**config.mk**
```make
export PLATFORM = sky130hd
export DESIGN_NAME = cpu_ctrl_seq
export DESIGN_NICKNAME = d
export VERILOG_FILES = /design/src/rtl/cpu_ctrl_seq.sv
export SDC_FILE = /design/constraint.sdc
export NUM_CORES = 1
export LEC_CHECK = 0
export CAP_MARGIN = 20
export CORE_MARGIN = 2
export CORE_UTILIZATION = 45
export DETAILED_ROUTE_END_ITERATION = 8
export GPL_TIMING_DRIVEN = 0
export PLACE_DENSITY_LB_ADDON = 0.12
export SLEW_MARGIN = 10
export SYNTH_ARGS = -nofsm -noshare
export SYNTH_HDL_FRONTEND = slang
export SYNTH_SLANG_ARGS = --single-unit
```
**constraint.sdc**
```tcl
create_clock -name clk -period 2.6 [get_ports clk]
set_clock_uncertainty 0.2 [all_clocks]
set_input_delay 0.52 -clock clk [delete_from_list [all_inputs] [get_ports clk]]
set_output_delay 0.52 -clock clk [all_outputs]
set_load 0.02 [all_outputs]
```
**src/rtl/cpu_ctrl_seq.sv**
```systemverilog
// rtl/cpu_ctrl_seq.sv - eight-phase instruction sequencer for the 8-bit accumulator CPU
// Optional single-step control is enabled by defining CPU_CTRL_STEP_EN.
module cpu_ctrl_seq #(
  parameter int CNT_W = 16
) (
  input  logic             clk,
  input  logic             rst,
  input  logic [2:0]       opcode,
  input  logic             zero,
  input  logic             resume,
`ifdef CPU_CTRL_STEP_EN
  input  logic             step_mode,
  input  logic             step,
`endif
  output logic             sel,
  output logic             rd,
  output logic             ld_ir,
  output logic             inc_pc,
  output logic             ld_pc,
  output logic             ld_ac,
  output logic             wr,
  output logic             data_e,
  output logic             halt,
  output logic [2:0]       phase,
  output logic [CNT_W-1:0] instr_cnt
);

  typedef enum logic [2:0] {
    INST_ADDR  = 3'd0,
    INST_FETCH = 3'd1,
    INST_LOAD  = 3'd2,
    IDLE       = 3'd3,
    OP_ADDR    = 3'd4,
    OP_FETCH   = 3'd5,
    ALU_OP     = 3'd6,
    STORE      = 3'd7
  } phase_t;

  localparam logic [2:0] OP_HLT = 3'd0;
  localparam logic [2:0] OP_SKZ = 3'd1;
  localparam logic [2:0] OP_ADD = 3'd2;
  localparam logic [2:0] OP_AND = 3'd3;
  localparam logic [2:0] OP_XOR = 3'd4;
  localparam logic [2:0] OP_LDA = 3'd5;
  localparam logic [2:0] OP_STO = 3'd6;
  localparam logic [2:0] OP_JMP = 3'd7;

  phase_t           state;
  phase_t           state_next;
  logic             halted;
  logic             halted_next;
  logic             retire;
  logic             alu_op;
  logic             start_ok;
  logic [CNT_W-1:0] cnt_q;

  // Whether the sequencer may leave INST_ADDR this cycle; in step mode it
  // parks there until a step pulse arrives.
`ifdef CPU_CTRL_STEP_EN
  assign start_ok = !step_mode || step;
`else
  assign start_ok = 1'b1;
`endif

  // Opcodes that read an operand from memory and load the accumulator.
  assign alu_op = (opcode == OP_ADD) || (opcode == OP_AND) ||
                  (opcode == OP_XOR) || (opcode == OP_LDA);

  // State, halted flag and retired-instruction counter; reset wins over all.
  always_ff @(posedge clk) begin
    if (rst) begin
      state  <= INST_ADDR;
      halted <= 1'b0;
      cnt_q  <= '0;
    end else begin
      state  <= state_next;
      halted <= halted_next;
      if (retire) begin
        cnt_q <= cnt_q + CNT_W'(1);
      end
    end
  end

  // Next-state logic: linear walk through the phases, with HLT diverting
  // to the halted flag from OP_ADDR.
  always_comb begin
    state_next  = state;
    halted_next = halted;
    retire      = 1'b0;
    if (halted) begin
      // Phase is parked at INST_ADDR so that resuming restarts a fetch.
      state_next = INST_ADDR;
      if (resume) begin
        halted_next = 1'b0;
      end
    end else begin
      case (state)
        INST_ADDR: begin
          if (start_ok) begin
            state_next = INST_FETCH;
          end
        end
        INST_FETCH: state_next = INST_LOAD;
        INST_LOAD:  state_next = IDLE;
        IDLE:       state_next = OP_ADDR;
        OP_ADDR: begin
          if (opcode == OP_HLT) begin
            halted_next = 1'b1;
            state_next  = INST_ADDR;
          end else begin
            state_next = OP_FETCH;
          end
        end
        OP_FETCH:   state_next = ALU_OP;
        ALU_OP:     state_next = STORE;
        STORE: begin
          state_next = INST_ADDR;
          retire     = 1'b1;
        end
        default:    state_next = INST_ADDR;
      endcase
    end
  end

  // Strobe decode from the registered phase plus live opcode/zero.
  always_comb begin
    sel    = 1'b0;
    rd     = 1'b0;
    ld_ir  = 1'b0;
    inc_pc = 1'b0;
    ld_pc  = 1'b0;
    ld_ac  = 1'b0;
    wr     = 1'b0;
    data_e = 1'b0;
    halt   = 1'b0;
    if (halted) begin
      halt = 1'b1;
    end else begin
      case (state)
        INST_ADDR: begin
          sel = 1'b1;
        end
        INST_FETCH: begin
          sel = 1'b1;
          rd  = 1'b1;
        end
        INST_LOAD, IDLE: begin
          sel   = 1'b1;
          rd    = 1'b1;
          ld_ir = 1'b1;
        end
        OP_ADDR: begin
          inc_pc = 1'b1;
          halt   = (opcode == OP_HLT);
        end
        OP_FETCH: begin
          rd = alu_op;
        end
        ALU_OP: begin
          // The ALU captures its result on the negedge inside this phase.
          rd     = alu_op;
          inc_pc = (opcode == OP_SKZ) && zero;
          ld_pc  = (opcode == OP_JMP);
          data_e = (opcode == OP_STO);
        end
        STORE: begin
          rd     = alu_op;
          ld_ac  = alu_op;
          ld_pc  = (opcode == OP_JMP);
          wr     = (opcode == OP_STO);
          data_e = (opcode == OP_STO);
        end
        default: begin
          sel = 1'b0;
        end
      endcase
    end
  end

  assign phase     = halted ? 3'd0 : state;
  assign instr_cnt = cnt_q;

endmodule

```
# --- Yosys cells after proc, flatten, opt, wreduce, memory -nomap -nowiden ---
# Index checks and enable logic that the tools add are counted.
word_totals:
  register_bits: 20
  input_bits: 7
classes:
  addsub: 1
  eq_ne: 14
  n_mux: 27
  n_reduce_logical: 12
op_table:
  columns: ["cell", "count"]
  rows:
  - ["== test 3 bit, second input constant", 8]
  - ["case mux 3 bit (8 select lines)", 1]
  - ["two-way mux 1 bit", 22]
  - ["adder 16 x 1 -> 16 bit, second input constant", 1]
  - ["== test 3 x 2 -> 1 bit, second input constant", 4]
  - ["== test 3 x 1 -> 1 bit, second input constant", 2]
  - ["logical NOT 3 bit", 2]
  - ["two-way mux 3 bit", 2]
  - ["OR reduction 2 bit", 3]
  - ["OR reduction 3 bit", 2]
  - ["case mux 1 bit (2 select lines)", 2]
  - ["OR reduction 4 bit", 1]
  - ["logical OR 1 bit", 3]
  - ["logical AND 1 bit", 1]

# --- Logic depth before layout (Yosys ltp) ---
depth:
  ltp_word: 6
  mapped_depth: 6
  mapped_depth_nobuf: 5

# --- Worst setup path after synthesis ---
# OpenSTA, ideal clock, no wires.
synth_timing:
  kind: "register -> output"
  start: "reg state[0]"
  end: "out rd"
  arrival_ns: 1.852
  required_ns: 1.880
  path_slack_ns: 0.028
  stages_incl_launch_ff: 5
  path_buffers: 0
  path_cell_list: "dfxtp_1 > inv_1 > ha_1 > nor3_1 > a2111oi_0"
synth_between:
  elab_chain_cells: 4
  elab_cells_between_ends: 10
  classes_between: "eq/ne: 6; mux: 2; reduce/logical: 2"
synth_lines:
  columns: ["item", "line", "rtl"]
  rows:
  - ["start: declaration", "48", "phase_t state;"]
  - ["start signal: assignment", "76", "state <= state_next;"]
  - ["== test 3 bit (tied with other cells)", "139", "case (state)"]
  - ["OR reduction 3 bit (no line)", null, null]
  - ["case mux 1 bit (2 select lines) (*)", "139", null]
  - ["two-way mux 1 bit (*)", "136", "if (halted) begin"]
  - ["end: declaration", "16", "output logic rd,"]
# Every way passes the cells marked *; elsewhere a longest branch is shown, timed or not.

# --- Final worst setup path ---
layout_timing:
  start: "in opcode[1]"
  end: "out halt"
layout_between:
  elab_chain_cells: 3
layout_lines:
  columns: ["item", "line", "rtl"]
  rows:
  - ["start: declaration", "8", "input logic [2:0] opcode,"]
  - ["logical NOT 3 bit", "154", "halt = (opcode == OP_HLT);"]
  - ["two-way mux 1 bit", "139", null]
  - ["two-way mux 1 bit", "136", null]
  - ["end: declaration", "23", "output logic halt,"]
# No other way between the ends.

==> impl_metrics.tcl <==
set metrics [dict create \
    outcome "finished, final reports clean" \
    p_comb_frac 0.418 \
    cp-start-kind "input port" \
    grt_max_degree 13 \
    yosysTopAreaCellShare 0.371 \
    dr.max_layer_used "met4" \
    nFillCells 213 \
    syn_area_per_cell_sq_um 8.31 \
    slew_violations 0 \
    synth_top_area_cell "dfxtp_1" \
    diodes 0 \
    die_h_um 53.0 \
    internal_power_uw 660 \
    p_sw_uw 366 \
    fin_area_sq_um 1500 \
    max-cap-violations 0 \
    ctsHtreeMaxLevel 1 \
    ctsLongestPathBuffers 2 \
    dpl_worst_slack_ns -0.396 \
    synth_edf_count 0 \
    crit_type "input port to output pin" \
    cts_tree "built" \
    io_pins 35 \
    setup_viol 0 \
    wl_met2_um 1130 \
    antenna_found_initial 0 \
    area_delta_synth_final_pct 38.9 \
    clk_latency_ns 0.30 \
    critical_path_depth 4 \
    numCtsBuffers 3 \
    crit_arrival_ns 1.83 \
    die_x_um 53.0 \
    dieArea_sq_um 2810 \
    slew_headroom 0.674 \
    path_delay_family "buffers and inverters" \
    worst_slack_ns 0.0499 \
    fin_cells 196 \
    overflow 0 \
    synth-seq-area-share 0.371 \
    start_util 0.483 \
    r2r-start "state[1]$_SDFF_PP0_" \
    grt_pass1_wl_um 4120 \
    clkTransAtPathRegs_ns 0.11 \
    portBuffers 34 \
    placementRows 17 \
    routedWlPerCell_um 12.3 \
    pwr-share-clk 0.244 \
    clock_sinks 20 \
    synth_common_cells "dfxtp_1 (20), nor2_1 (17), nand2_1 (10)" \
    finalHoldViolations 0 \
    dp_hpwl_um 1790 \
    r2r_setup_slack_ns 0.48 \
    place_congestion 0.761 \
    routed_wl_um 2410 \
    finalCritPeriodShare 0.981 \
    antenna_left 0 \
    critical-path-slowest-cell "clkdlybuf4s50_1" \
    via_per_inst 5.34 \
    clockRootBuffer "clkbuf_4" \
    synth_ff_type "dfxtp_1" \
    hold_path.class "register to register" \
    yosysWarnings 0 \
    fin_crit_ns 2.55 \
    grt_pass1_vias 972 \
    vias 1046 \
    yosysUniqueCellTypes 34 \
    syn_area_sq_um 1080 \
    grt.total_usage 0.197 \
    coreArea_sq_um 2230 \
    holdPathEnd "instr_cnt[15]$_SDFFE_PP0P_" \
    wl_met3_um 139 \
    remaining_drc_errors 0 \
    worst_pin_slew_ns 0.489 \
    wl_met1_um 1130 \
    nets 182 \
    seqPwrFrac 0.338 \
    cts_hold_buf 0 \
    p_per_area_nw_per_um2 684 \
    drive_gt1_frac 0.0893 \
    min_from "instr_cnt[15]$_SDFFE_PP0P_" \
    crit_buf_inv 2 \
    dp_cells 192 \
    drtPass1Iterations 4 \
    synthTopCellsByArea "dfxtp_1 (37%), ha_1 (7.0%), nor2_1 (5.9%)" \
    worstPathRequired_ns 1.88 \
    rsz0062_at_grt "false" \
    syn_inst 130 \
    drtIter0Drc 10 \
    whs_path_depth 2 \
    critPathMaxFanout 5 \
    reg2regPathDepth 6 \
    post-synth-top-count-cell "dfxtp_1" \
    ys_async_sr_fraction 0 \
    peakVddDrop_uv 762 \
    slowest_delay_ns 0.48 \
    fmax_mhz 392 \
    r2r-end "instr_cnt[14]$_SDFFE_PP0P_" \
    crit_chain "clkdlybuf4s50_1, or3_1, o21bai_1, buf_2" \
    synth.net_count 143 \
    ys_ff_latch 20 \
    p_leak_uw 0.000600 \
    dpl_cell_area_sq_um 1460 \
    swShare 0.357 \
    critPathCaptureType "output pin" \
]
[registers in the layout, summed over array words and instances (netlist names)]
name and cells:
instr_cnt 16, state 3, halted 1
[timing repair]
| action | 4_1_cts | 5_1_grt |
|---|---|---|
| pin swaps | 0 | 0 |
| resized for setup | 18 | 6 |
| endpoints found under the setup margin | 9 | 4 |
| setup buffers | 0 | 0 |
[worst max path at each step]
stage,end,startpoint
CTS,halt,opcode[2]
global placement,rd,opcode[2]
global route,rd,opcode[1]
finish,halt,opcode[1]
detailed placement,halt,opcode[2]
floorplan,rd,state[0]$_SDFF_PP0_
[worst reg2reg max path, cell delays in order (launching register included)]
cell      delay (ns)
dfxtp_1         0.39
ha_2            0.31
nand3b_4        0.13
or2_1           0.25
buf_6           0.13
or4_1           0.49
a21oi_1         0.15
[cells by family (layout without fill, tap and decap cells)]
logic type | after synthesis | in the layout | synth area share
simple gates | 65 | 65 | 0.322
fa+ha+maj | 6 | 6 | 0.0695
flops | 20 | 20 | 0.371
compound gates | 19 | 19 | 0.108
xor+xnor | 11 | 11 | 0.0892
buf+inv | 9 | 47 | 0.0406
[power by group through the flow]
stage / logic, uW / registers, uW / clock network (uW)
after floorplan: 269 / 349 / 0
after global placement: 431 / 351 / 0
after detailed placement: 440 / 353 / 0
after CTS: 419 / 347 / 257
after global routing: 473 / 353 / 268
final: 429 / 347 / 251
[metrics by stage]
| step | TNS (ns) | hold slack (ns) | util | total power (uW) |
|---|---|---|---|---|
| after global routing | 0 | 0.326 | 0.672 | 1090 |
| after detailed placement | -1.08 | 0.278 | 0.652 | 793 |
| after global placement | -1.08 | 0.272 | 0.652 | 782 |
| after CTS | 0 | 0.294 | 0.669 | 1020 |
| after floorplan | 0 | 0.358 | - | 619 |
| final | 0 | 0.294 | 0.672 | 1030 |
[cells in the final DEF (no fill, tap or decap), types with 2 or more instances in the layout]
cell	instances
a21oi_1	6
and2_1	2
and3_1	2
and4_1	2
buf_2	4
clkbuf_1	2
clkbuf_4	3
clkdlybuf4s50_1	24
dfxtp_1	20
dlygate4sd2_1	5
ha_1	4
ha_2	2
inv_1	3
nand2_1	10
nand3_1	7
nand4_1	4
nor2_1	17
nor2b_1	2
nor3_1	8
o21ai_0	5
o31ai_1	2
or3_1	3
or4_1	3
xnor2_1	5
xor2_1	6
[area by class of cell]
class | instances | area (sq um) | area share
tap | 28 | 35.0 | 0.0234
buffer | 6 | 32.5 | 0.0217
multi-input combinational | 101 | 647 | 0.431
clock buffer | 3 | 22.5 | 0.0150
timing repair buffer | 34 | 322 | 0.214
sequential | 20 | 400 | 0.267
inverter | 3 | 11.3 | 0.00751
clock inverter | 1 | 30.0 | 0.0200
[per-layer routing]
metal | track usage | vias to the layer above
met5 | 0 | -
met4 | 0.0641 | 0
met3 | 0.0395 | 2
met2 | 0.331 | 30
met1 | 0.249 | 475
li1 | - | 539
No activity file was read; power rests on OpenSTA's default activity.
